File: src/rtl/freq_div_ctrl.sv
// freq_div_ctrl: run-time clock divider with glitch-free ratio updates and start/stop gating
module freq_div_ctrl #(
    parameter int CNT_W       = 16,
    parameter int DEFAULT_DIV = 4
) (
    input  logic             clk,
    input  logic             rst,
    input  logic             en,
    input  logic             cfg_valid,
    input  logic [CNT_W-1:0] cfg_div,
    output logic             cfg_ready,
    output logic             cfg_err,
    output logic             clk_out,
    output logic             tick,
    output logic             running,
    output logic [CNT_W-1:0] div_act
);
    typedef enum logic {STOP, RUN} state_t;

    localparam logic [CNT_W-1:0] ONE_N = {{(CNT_W-1){1'b0}}, 1'b1};
    localparam logic [CNT_W:0]   ONE_W = {{CNT_W{1'b0}}, 1'b1};

    state_t           state_q, state_d;
    logic [CNT_W-1:0] cnt_q, cnt_d;
    logic [CNT_W-1:0] div_act_q, div_act_d;
    logic [CNT_W-1:0] div_pend_q, div_pend_d;
    logic             pend_q, pend_d;
    logic             clk_out_q, clk_out_d;
    logic             tick_q, tick_d;
    logic             cfg_err_q, cfg_err_d;
    logic [CNT_W:0]   hi, cnt_inc;
    logic             xfer, legal, wrap;

    // hi and cnt+1 carry one extra bit so the maximum ratio cannot overflow
    assign hi      = ({1'b0, div_act_q} + ONE_W) >> 1;
    assign cnt_inc = {1'b0, cnt_q} + ONE_W;
    assign wrap    = cnt_q == div_act_q - ONE_N;
    assign legal   = |cfg_div[CNT_W-1:1];
    assign xfer    = cfg_valid && cfg_ready;

    assign cfg_err = cfg_err_q;
    assign clk_out = clk_out_q;
    assign tick    = tick_q;
    assign div_act = div_act_q;

    // State and datapath registers; reset drops clk_out without waiting for an edge
    always_ff @(posedge clk or posedge rst) begin
        if (rst) begin
            state_q    <= STOP;
            cnt_q      <= '0;
            div_act_q  <= CNT_W'(DEFAULT_DIV);
            div_pend_q <= '0;
            pend_q     <= 1'b0;
            clk_out_q  <= 1'b0;
            tick_q     <= 1'b0;
            cfg_err_q  <= 1'b0;
        end else begin
            state_q    <= state_d;
            cnt_q      <= cnt_d;
            div_act_q  <= div_act_d;
            div_pend_q <= div_pend_d;
            pend_q     <= pend_d;
            clk_out_q  <= clk_out_d;
            tick_q     <= tick_d;
            cfg_err_q  <= cfg_err_d;
        end
    end

    // Next state: en is only looked at while stopped or on the last cycle of a period
    always_comb begin
        state_d = state_q;
        if (state_q == STOP)
            state_d = en ? RUN : STOP;
        else if (wrap && !en)
            state_d = STOP;
    end

    // Counter, ratio bookkeeping and registered clock/strobe for the next cycle
    always_comb begin
        cnt_d      = cnt_q;
        div_act_d  = div_act_q;
        div_pend_d = div_pend_q;
        pend_d     = pend_q;
        clk_out_d  = 1'b0;
        tick_d     = 1'b0;
        cfg_err_d  = xfer && !legal;
        if (state_q == STOP) begin
            if (xfer && legal)
                div_act_d = cfg_div;
            cnt_d     = '0;
            clk_out_d = en;
            tick_d    = en;
        end else begin
            if (xfer && legal) begin
                div_pend_d = cfg_div;
                pend_d     = 1'b1;
            end
            if (wrap) begin
                cnt_d = '0;
                if (pend_q) begin
                    div_act_d = div_pend_q;
                    pend_d    = 1'b0;
                end
                clk_out_d = en;
                tick_d    = en;
            end else begin
                cnt_d     = cnt_q + ONE_N;
                clk_out_d = cnt_inc < hi;
            end
        end
    end

    // Status outputs decoded from state; a new ratio can always be taken while stopped
    always_comb begin
        running   = state_q == RUN;
        cfg_ready = (state_q == STOP) || !pend_q;
    end
endmodule

File: config.mk
export PLATFORM = sky130hd
export DESIGN_NAME = freq_div_ctrl
export DESIGN_NICKNAME = d
export VERILOG_FILES = /design/src/rtl/freq_div_ctrl.sv
export SDC_FILE = /design/constraint.sdc
export NUM_CORES = 1
export LEC_CHECK = 0
export BUFFER_PORTS_ARGS = -buffer_cell sky130_fd_sc_hd__buf_2
export CAP_MARGIN = 20
export CORE_ASPECT_RATIO = 2
export CORE_MARGIN = 5
export CORE_UTILIZATION = 44
export DETAILED_ROUTE_END_ITERATION = 16
export GPL_TIMING_DRIVEN = 0
export RECOVER_POWER = 100
export SLEW_MARGIN = 0
export SYNTH_ARGS = -nofsm -noshare
export SYNTH_HDL_FRONTEND = slang
export SYNTH_SLANG_ARGS = --single-unit
File: constraint.sdc
create_clock -name clk -period 5.7 [get_ports clk]
set_input_delay 0.57 -clock clk [delete_from_list [all_inputs] [get_ports clk]]
set_output_delay 0.57 -clock clk [all_outputs]
set_load 0.01 [all_outputs]
==> impl_metrics.env <==
export IMPL_synth_xor_xnor_area_share_pct=11.1
export IMPL_grt_remaining_overflow=0
export IMPL_numCtsBuffers=5
export IMPL_syn2layout_area_growth_pct=10.8
export IMPL_drtIter0Drc=80
export IMPL_syn_instance_count=345
export IMPL_diodes=0
export IMPL_clkTransAtPathRegs_ns=0.07
export IMPL_status="completed"
export IMPL_synth_adder_area_share_pct=6.29
export IMPL_synth_fp_nets=383
export IMPL_grt_usage_pct=17.5
export IMPL_clock_latency_ns=0.30
export IMPL_slew_headroom_pct=3.78
export IMPL_wirelength_mm=8.24
export IMPL_die_area_mm2=0.0101
export IMPL_start_kind="register"
export IMPL_synth_warnings=0
export IMPL_viasPerCell=5.43
export IMPL_dp_cells=483
export IMPL_yosys_area_top_type="dfrtp_1"
export IMPL_vias=2660
export IMPL_multi_input_comb_area_mm2=0.00207
export IMPL_root_buffer="clkbuf_16"
export IMPL_synthSimpleGateAreaFrac_pct=19.9
export IMPL_max_freq_ghz=0.243
export IMPL_fin_skew_ns=0.00779
export IMPL_min_period_over_period_pct=72.1
export IMPL_synth_distinct_cells=50
export IMPL_synth_top_family_by_area="simple AND/OR/NAND/NOR gates"
export IMPL_antenna_left=0
export IMPL_drc_errors=0
export IMPL_crit_fanout=10
export IMPL_irDropWorstVdd_uv=187
export IMPL_cts_sinks=53
export IMPL_cp_cell_sequence="clkbuf_1, inv_1, ha_1, or4b_1, or3_1, and4b_1, a21oi_1, a21oi_1, a41oi_1, clkbuf_1, mux2_1"
export IMPL_num_nets_final=432
export IMPL_synthTopCellsByCount="dfrtp_1, mux2_2, xor2_1"
export IMPL_final_seq_area_mm2=0.00133
export IMPL_r2r_start="div_act[1]"
export IMPL_finalSetupViolations=0
export IMPL_grt_start_max_net_pins=28
export IMPL_antenna_found_initial=0
export IMPL_num_fill_cells=765
export IMPL_dr_pass1_iters=4
export IMPL_synth_compound_area_share_pct=6.19
export IMPL_yosysMostFrequentCell="dfrtp_1"
export IMPL_yosys_area_top_type_share_pct=36.4
export IMPL_final_setup_tns_ns=0
export IMPL_cp_slowest_stage_delay_ns=0.70
export IMPL_final_area_mm2=0.00397
export IMPL_ys_ff_latch=53
export IMPL_cts_resized=0
export IMPL_place_area_mm2=0.00393
export IMPL_die_w_um=73.8
export IMPL_ys_seq_area_share_pct=37.1
export IMPL_r2r_end="div_act[5]"
export IMPL_cpMaxStageDelayCell="a41oi_1"
export IMPL_final_cells=490
export IMPL_hold_path_class="input pin to asynchronous set/reset pin"
export IMPL_avgSynthCellArea_um2=10.4
export IMPL_drv_cap=0
export IMPL_crit_arrival_ns=4.29
export IMPL_synthArstFlopShare_pct=100
export IMPL_synthMuxAreaShare_pct=16.2
export IMPL_period_needed_ns=4.11
export IMPL_total_leakage_power_nw=1.78
export IMPL_path_buf_inv=3
export IMPL_place_gp_congestion=0.806
export IMPL_max_slew_worst_pin_slew_ns=1.44
export IMPL_grt_pass1_vias=2887
export IMPL_row_count=46
export IMPL_ctsHtreeMaxLevel=2
export IMPL_synth_edff_count=0
export IMPL_ys_dominant_reg_cell="dfrtp_1"
export IMPL_die_h_um=138
export IMPL_ctsHoldBuffers=0
export IMPL_critical_path_required_ns=5.88
export IMPL_post_cts_buffers=0
export IMPL_wl_per_cell_um=16.8
export IMPL_io_pins=41
export IMPL_cts_path_max_buffers=2
export IMPL_start_util_pct=45.1
export IMPL_grt_first_pass_wirelength_mm=13.7
export IMPL_io_buffers=40
export IMPL_post_dp_hpwl_mm=6.64
export IMPL_rsz0062_at_grt="false"
export IMPL_synth_area_leaders="dfrtp_1, mux2_2, ha_1"
export IMPL_reg2reg_depth=11
export IMPL_cts_tree="built"
export IMPL_crit_type="register to register"
export IMPL_cp_top_family="simple AND/OR/NAND/NOR gates"
export IMPL_core_area_mm2=0.00794
export IMPL_rrSetupSlack_ns=1.59
export IMPL_powerDensity_mw_per_mm2=311
export IMPL_syn_area_mm2=0.00358
export IMPL_hold_violations=0
export IMPL_end_kind="register"
export IMPL_final_max_slew_viol_count=0
export IMPL_drive_above_1_share_pct=17.5
==> state kept, by name (all words and copies together), names as in the netlist <==
register / cells
div_pend_q: 16
tick: 1
cnt_q: 16
pend_q: 1
running: 1
clk_out: 1
div_act: 16
cfg_err: 1
==> cell families after synthesis <==
logic type               Yosys count
AO/OA/AOI/OAI                     31
XOR/XNOR                          44
adder cells (fa/ha/maj)           18
buffers and inverters             24
flip-flops                        53
multiplexers                      50
AND/OR/NAND/NOR                  125
==> through the flow <==
stage	power, mW	hold slack, ns	utilization (%)	worst slack, ns
after CTS	1.26	0.345	51.5	2.16
after detailed placement	0.908	0.490	49.4	2.19
final	1.23	0.489	49.9	1.59
after global routing	1.31	0.500	49.9	1.31
after global placement	0.889	0.483	49.1	2.21
after floorplan	0.808	0.475	-	2.67
==> worst max-delay path by stage <==
stage          cells after the start  slack (ns)          to  startpoint
2_1_floorplan                     11        2.67  div_act[3]  div_act[1]
3_3_place_gp                      14        2.21     clk_out  div_act[2]
3_5_place_dp                      14        2.19     clk_out  div_act[2]
4_1_cts                           14        2.16     clk_out  div_act[2]
5_1_grt                           11        1.31  div_act[6]  div_act[1]
6_report                          11        1.59  div_act[5]  div_act[1]
==> final cells by class <==
| class | instances | area share, % |
|---|---|---|
| buffer | 17 | 2.05 |
| multi-input combinational | 268 | 52.1 |
| clock inverter | 2 | 0.978 |
| tap | 96 | 3.03 |
| timing repair buffer | 42 | 4.57 |
| inverter | 7 | 0.662 |
| clock buffer | 5 | 3.15 |
| sequential | 53 | 33.5 |
==> report_power, final <==
group / internal [mW] / switching, mW
sequential: 0.456 / 0.0613
combinational: 0.195 / 0.173
clock: 0.207 / 0.142
total: 0.857 / 0.376
==> cells in the final DEF, fill, tap and decap left out, drive strengths merged, types with 2 or more instances in the layout <==
cell	synthesis	routed
dfrtp	52	52
nor2b	16	16
o21ai	6	6
xor2	22	22
mux2	42	42
a21oi	9	9
ha	18	18
o22ai	2	2
and3	8	8
nand3	17	17
a21o	4	4
or4	3	3
buf	7	23
nand2	22	22
nor4	7	7
and2	2	2
nand4	7	7
nor2	20	20
a41oi	3	3
a31oi	2	2
clkbuf	10	41
xnor2	21	21
nand2b	5	5
mux2i	8	8
or3	3	3
nor3	8	8
inv	7	8
==> per-layer routing <==
layer | vias to the layer above | share of wire [%] | GRT usage [%]
met5 | - | 0 | 0
met4 | 0 | 4.2 | 8.27
met3 | 21 | 2.9 | 2.34
met2 | 50 | 55 | 33.0
met1 | 1274 | 38 | 18.4
li1 | 1315 | - | -
Power figures use the tool's default switching activity.
